File: src/rtl/instr_encode_loader_pkg.sv
// Shared definitions for the instruction encoder/loader: opcodes, field layout,
// FSM states and the tuple-to-word encoder.
package instr_encode_loader_pkg;

    localparam int INSTR_W = 16;

    localparam logic [3:0] OP_LW  = 4'd7;
    localparam logic [3:0] OP_SW  = 4'd8;
    localparam logic [3:0] OP_JMP = 4'd9;
    localparam logic [3:0] OP_JCC = 4'd14;
    localparam logic [3:0] OP_ITYPE_LO = 4'd5;
    localparam logic [3:0] OP_ITYPE_HI = OP_SW;

    // Bit positions shared with the instruction decoder
    localparam int OPC_LSB = 0;
    localparam int RD_LSB  = 4;
    localparam int RS_LSB  = 7;
    localparam int RT_LSB  = 10;
    localparam int SH_LSB  = 13;
    localparam int IMM_LSB = 10;
    localparam int ADR_LSB = 4;

    typedef enum logic [1:0] {
        ST_IDLE  = 2'd0,
        ST_RUN   = 2'd1,
        ST_DRAIN = 2'd2,
        ST_DONE  = 2'd3
    } state_t;

    typedef struct packed {
        logic [3:0] opcode;
        logic [2:0] rd;
        logic [2:0] rs;
        logic [2:0] rt;
        logic [2:0] shamt;
        logic [5:0] imm;
        logic [7:0] adr;
    } fields_t;

    function automatic logic is_itype(input logic [3:0] op);
        return (op >= OP_ITYPE_LO) && (op <= OP_ITYPE_HI);
    endfunction

    function automatic logic is_jtype(input logic [3:0] op);
        return (op == OP_JMP) || (op == OP_JCC);
    endfunction

    function automatic logic [INSTR_W-1:0] encode_instr(input fields_t f);
        logic [INSTR_W-1:0] w;
        w = '0;
        w[OPC_LSB +: 4] = f.opcode;
        if (is_jtype(f.opcode)) begin
            w[ADR_LSB +: 8] = f.adr;
        end else if (is_itype(f.opcode)) begin
            w[RD_LSB  +: 3] = f.rd;
            w[RS_LSB  +: 3] = f.rs;
            w[IMM_LSB +: 6] = f.imm;
        end else begin
            w[RD_LSB +: 3] = f.rd;
            w[RS_LSB +: 3] = f.rs;
            w[RT_LSB +: 3] = f.rt;
            w[SH_LSB +: 3] = f.shamt;
        end
        return w;
    endfunction

endpackage

File: src/rtl/instr_encode_loader_sync_fifo.sv
// Synchronous FIFO, DEPTH entries; push ignored when full, pop ignored when empty.
// Output shows the head entry combinationally; no bypass from push to output.
module sync_fifo #(
    parameter int W     = 16,
    parameter int DEPTH = 4
) (
    input  logic         i_clk,
    input  logic         i_rst_n,
    input  logic         i_push,
    input  logic [W-1:0] i_din,
    input  logic         i_pop,
    output logic [W-1:0] o_dout,
    output logic         o_full,
    output logic         o_empty
);
    localparam int AW = $clog2(DEPTH);

    logic [W-1:0] r_mem [DEPTH];
    logic [AW:0]  r_wptr;
    logic [AW:0]  r_rptr;
    logic         w_do_push;
    logic         w_do_pop;

    assign o_empty   = (r_wptr == r_rptr);
    assign o_full    = (r_wptr[AW] != r_rptr[AW]) && (r_wptr[AW-1:0] == r_rptr[AW-1:0]);
    assign w_do_push = i_push && !o_full;
    assign w_do_pop  = i_pop && !o_empty;
    assign o_dout    = r_mem[r_rptr[AW-1:0]];

    always_ff @(posedge i_clk or negedge i_rst_n) begin
        if (!i_rst_n) begin
            r_wptr <= '0;
            r_rptr <= '0;
        end else begin
            if (w_do_push) r_wptr <= r_wptr + 1'b1;
            if (w_do_pop)  r_rptr <= r_rptr + 1'b1;
        end
    end

    // Storage needs no reset: contents are never observed while empty.
    always_ff @(posedge i_clk) begin
        if (w_do_push) r_mem[r_wptr[AW-1:0]] <= i_din;
    end

endmodule

File: src/rtl/instr_encode_loader.sv
// Encodes field tuples into 16-bit words and streams them to instruction memory.
// Accept at edge N -> mem_we from cycle N+1; in_ready drops when the FIFO is full.
module instr_encode_loader
    import instr_encode_loader_pkg::*;
#(
    parameter int DEPTH     = 4,
    parameter int ADDR_W    = 8,
    parameter int BASE_ADDR = 0
) (
    input  logic              i_clk,
    input  logic              i_rst_n,
    input  logic              i_start,
    input  logic              i_in_valid,
    output logic              o_in_ready,
    input  logic              i_in_last,
    input  logic [3:0]        i_in_opcode,
    input  logic [2:0]        i_in_rd,
    input  logic [2:0]        i_in_rs,
    input  logic [2:0]        i_in_rt,
    input  logic [2:0]        i_in_shamt,
    input  logic [5:0]        i_in_const,
    input  logic [7:0]        i_in_adr,
    output logic              o_mem_we,
    input  logic              i_mem_ready,
    output logic [ADDR_W-1:0] o_mem_addr,
    output logic [15:0]       o_mem_wdata,
    output logic              o_busy,
    output logic              o_done,
    output logic              o_wrap_err,
    output logic [ADDR_W-1:0] o_count
);
    localparam logic [ADDR_W-1:0] BASE = ADDR_W'(BASE_ADDR);

    state_t              r_state;
    state_t              w_next;
    logic                w_session_start;
    logic                w_push;
    logic                w_pop;
    logic                w_full;
    logic                w_empty;
    logic [15:0]         w_head;
    logic [15:0]         w_word;
    fields_t             w_fields;
    logic [ADDR_W-1:0]   r_addr;
    logic [ADDR_W-1:0]   r_count;
    logic                r_wrap;

    assign w_fields = '{opcode: i_in_opcode, rd: i_in_rd, rs: i_in_rs, rt: i_in_rt,
                        shamt: i_in_shamt, imm: i_in_const, adr: i_in_adr};
    assign w_word   = encode_instr(w_fields);

    assign o_in_ready  = (r_state == ST_RUN) && !w_full;
    assign w_push      = i_in_valid && o_in_ready;
    assign o_mem_we    = !w_empty;
    assign w_pop       = o_mem_we && i_mem_ready;
    assign o_mem_wdata = w_empty ? 16'h0000 : w_head;
    assign o_mem_addr  = r_addr;
    assign o_count     = r_count;
    assign o_wrap_err  = r_wrap;
    assign o_busy      = (r_state == ST_RUN) || (r_state == ST_DRAIN);
    assign o_done      = (r_state == ST_DONE);

    sync_fifo #(
        .W     (16),
        .DEPTH (DEPTH)
    ) u_fifo (
        .i_clk   (i_clk),
        .i_rst_n (i_rst_n),
        .i_push  (w_push),
        .i_din   (w_word),
        .i_pop   (w_pop),
        .o_dout  (w_head),
        .o_full  (w_full),
        .o_empty (w_empty)
    );

    always_ff @(posedge i_clk or negedge i_rst_n) begin
        if (!i_rst_n) r_state <= ST_IDLE;
        else          r_state <= w_next;
    end

    always_comb begin
        w_next          = r_state;
        w_session_start = 1'b0;
        case (r_state)
            ST_IDLE, ST_DONE: begin
                if (i_start) begin
                    w_next          = ST_RUN;
                    w_session_start = 1'b1;
                end
            end
            ST_RUN:   if (w_push && i_in_last) w_next = ST_DRAIN;
            ST_DRAIN: if (w_empty) w_next = ST_DONE;
            default:  w_next = ST_IDLE;
        endcase
    end

    // A session only starts with the FIFO empty, so start and pop never coincide.
    always_ff @(posedge i_clk or negedge i_rst_n) begin
        if (!i_rst_n) begin
            r_addr  <= BASE;
            r_count <= '0;
            r_wrap  <= 1'b0;
        end else if (w_session_start) begin
            r_addr  <= BASE;
            r_count <= '0;
            r_wrap  <= 1'b0;
        end else if (w_pop) begin
            r_addr  <= r_addr + 1'b1;
            r_count <= r_count + 1'b1;
            if (r_addr == {ADDR_W{1'b1}}) r_wrap <= 1'b1;
        end
    end

endmodule
File: config.mk
export PLATFORM = sky130hd
export DESIGN_NAME = instr_encode_loader
export DESIGN_NICKNAME = d
export VERILOG_FILES = /design/src/rtl/instr_encode_loader_pkg.sv /design/src/rtl/instr_encode_loader_sync_fifo.sv /design/src/rtl/instr_encode_loader.sv
export SDC_FILE = /design/constraint.sdc
export NUM_CORES = 1
export LEC_CHECK = 0
export ABC_CLOCK_PERIOD_IN_PS = 2900
export BUFFER_PORTS_ARGS = -buffer_cell sky130_fd_sc_hd__buf_2
export CAP_MARGIN = 20
export CORE_MARGIN = 1.5
export CORE_UTILIZATION = 40
export DETAILED_ROUTE_END_ITERATION = 7
export GPL_TIMING_DRIVEN = 0
export PLACE_DENSITY = 0.7
export SLEW_MARGIN = 5
export SYNTH_ARGS = -nofsm -noshare
export SYNTH_HDL_FRONTEND = slang
export SYNTH_HIERARCHICAL = 1
export SYNTH_SLANG_ARGS = --single-unit
File: constraint.sdc
create_clock -name i_clk -period 2.9 [get_ports i_clk]
set_clock_uncertainty 0.05 [all_clocks]
set_input_delay 0.725 -clock i_clk [delete_from_list [all_inputs] [get_ports i_clk]]
set_output_delay 0.725 -clock i_clk [all_outputs]
set_load 0.01 [all_outputs]
==> results_dict.tcl <==
set metrics [dict create \
    vdd_drop_max_mv 0.367 \
    dieWidth_um 104 \
    grt_first_pass_wirelength_um 12900 \
    startpoint_type "flip-flop" \
    arrival_ns 1.96 \
    drt-pass1-iter-count 4 \
    cts_root_buf "clkbuf_8" \
    grt_pass1_vias 2536 \
    crit_required_ns 2.12 \
    cts_sinks 89 \
    io_buffers 72 \
    fin_crit_ns 2.73 \
    async_reset_ff_frac 0.281 \
    setup_violations 0 \
    ys_seq_area_frac 0.621 \
    seqPwrFrac 0.380 \
    detail-route-antenna-nets 0 \
    cts_buffers 9 \
    layout-drive-gt1-share 0.389 \
    clk_latency_ns 0.35 \
    status "completed" \
    period_share 0.942 \
    clk_pin_slew_ns 0.09 \
    total_power_w 0.00454 \
    drt-total-wl_um 7530 \
    path_cells "buf_6, buf_6, mux4_2, nor2b_1, buf_2" \
    postLayoutSetupSlackWorst_ns 0.169 \
    synth_common_cells "edfxtp_1 (64), dfrtp_1 (25), nor2_1 (25)" \
    dp_hpwl_um 5150 \
    vias 2426 \
    vias_per_cell 4.97 \
    holdWs_ns 0.306 \
    rsz0062_at_grt "false" \
    syn_area_um2 4100 \
    fillers 856 \
    cpPeakStageDelay_ns 0.51 \
    htreeDepth 3 \
    syn_nets 312 \
    synthFlopType "edfxtp_1" \
    drt-initial-drc-count 95 \
    grt_max_degree 26 \
    track_usage 0.155 \
    yosys_warnings 6 \
    fp.coreArea_um2 9860 \
    yosysMostFrequentCell "edfxtp_1" \
    intPower_w 0.00280 \
    cp_max_fo 10 \
    power_frac_comb 0.436 \
    wl_per_cell_um 15.4 \
    clkPwrFrac 0.184 \
    postPlaceCellArea_um2 4630 \
    p_per_area_nw_per_um2 927 \
    dp_slack_ns -0.0278 \
    grt-ovfl-total 0 \
    p_sw_w 0.00174 \
    drv_cap 0 \
    drv_slew 0 \
    yosysTopAreaCell "edfxtp_1" \
    ys_seq_elements 89 \
    clock_path_buffers 2 \
    slowest_stage "mux4_2" \
    syn_area_per_cell_um2 15.4 \
    swShare 0.383 \
    finalHoldViolCount 0 \
    rows 36 \
    die_y_um 104 \
    syn2layout_area_growth_pct 19.5 \
    netlist.area_leader.share 0.469 \
    num_antenna_cells 0 \
    worst_pin_slew_ns 0.570 \
    start_util 0.416 \
    drc_errors 0 \
    fin_area_um2 4900 \
    relSlewSlack 0.620 \
    nets 396 \
    netlist_instances 266 \
    synth_cell_types 43 \
    tritoncts "done" \
    crit_top_cell "buf_6" \
    p_leak_nw 1.99 \
    place_congestion 0.773 \
    dieArea_um2 10900 \
    synth_area_leaders "edfxtp_1 (47%), dfrtp_1 (15%), mux4_2 (8.8%)" \
    io_pins 73 \
    crit_path_end_kind "output pin" \
    antenna_found_initial 0 \
    synth_edf_count 64 \
    crit_type "reg -> out" \
    fmax_ghz 0.366 \
    hp-class "in -> async" \
]
## routing by layer
| layer | vias up | GRT usage | share of wire |
|---|---|---|---|
| met3 | 4 | 0.0457 | 0.050 |
| met4 | 0 | 0.0417 | 0.0060 |
| met2 | 75 | 0.256 | 0.48 |
| met1 | 1195 | 0.199 | 0.47 |
| li1 | 1152 | - | - |
| met5 | - | 0 | 0 |
## power groups by stage
| stage | Sequential (W) | Clock [W] | Combinational [W] |
|---|---|---|---|
| 2_1_floorplan | 0.00173 | 0 | 0.00131 |
| 3_3_place_gp | 0.00173 | 0 | 0.00188 |
| 3_5_place_dp | 0.00174 | 0 | 0.00191 |
| 4_1_cts | 0.00173 | 0.000866 | 0.00197 |
| 5_1_grt | 0.00176 | 0.000916 | 0.00220 |
| 6_report | 0.00173 | 0.000836 | 0.00198 |
## kinds of logic after synthesis
| family | synth area share |
|---|---|
| flip-flops | 0.621 |
| AO/OA/AOI/OAI | 0.0409 |
| adder cells (fa/ha/maj) | 0.0305 |
| AND/OR/NAND/NOR | 0.0989 |
| multiplexers | 0.132 |
| XOR/XNOR | 0.0546 |
| buffers and inverters | 0.0211 |
## layout by cell type (no fill, tap or decap), types with 4 or more instances in the layout
cell type / Yosys / layout
mux2_2: 10 / 10
nor2_1: 25 / 25
mux4_2: 16 / 16
buf_2: 3 / 74
edfxtp_1: 64 / 64
nand4_1: 6 / 6
dfrtp_1: 25 / 25
clkbuf_8: 0 / 9
inv_1: 9 / 9
xnor2_1: 7 / 7
a21oi_1: 5 / 5
nor2b_1: 18 / 18
buf_6: 2 / 4
xor2_1: 13 / 13
ha_1: 10 / 10
mux2i_1: 7 / 7
nand2_1: 7 / 7
## worst max-delay path, delay by kind of cell, from the launching register on
family | cells | cell delay [ns]
buf+inv | 3 | 0.56
mux | 1 | 0.51
flops | 1 | 0.38
simple gates | 1 | 0.15
## cell type report
type                       instances  area [µm²]  area share
buffer                             8        66.3      0.0135
timing repair buffer              73         380      0.0777
clock inverter                     7        76.3      0.0156
tap                              133         166      0.0340
sequential                        89        2550       0.520
multi-input combinational        160        1500       0.307
inverter                           9        33.8     0.00690
clock buffer                       9         124      0.0253
## state kept, by name, indices dropped and copies added, names as in the netlist
register	count
u_fifo/r_wptr	3
r_state	2
o_wrap_err	1
u_fifo/r_mem	64
o_mem_addr	8
o_count	8
u_fifo/r_rptr	3
## per-stage QoR
step	TNS [ns]	cells	utilization
2_1_floorplan	0	266	-
3_3_place_gp	-0.146	471	0.469
3_5_place_dp	-0.106	471	0.469
4_1_cts	0	487	0.493
5_1_grt	0	488	0.496
6_report	0	488	0.496
## worst paths after layout
path                                      end        startpoint  slack (ns)  cells past startpoint
max                            o_mem_wdata[5]  u_fifo/r_rptr[0]        0.17                      5
min                                r_state[1]           i_rst_n        0.31                      1
max reg2reg                u_fifo/r_mem[2][2]  u_fifo/r_rptr[0]        0.48                      7
min reg2reg                        o_wrap_err        o_wrap_err        0.47                      2
max in group asynchronous    u_fifo/r_wptr[2]           i_rst_n        2.11                      1
min in group i_clk                 o_wrap_err        o_wrap_err        0.47                      2
## repair_timing
action                                  4_1_cts  5_1_grt
pin swaps                                     0        0
endpoints found under the setup margin       10       58
setup buffers                                 0        1
cloned                                        0        0
endpoints found under the hold margin         0        0
hold buffers                                  0        0
gates resized for setup                       6        7
No activity file was read; power rests on OpenSTA's default activity.
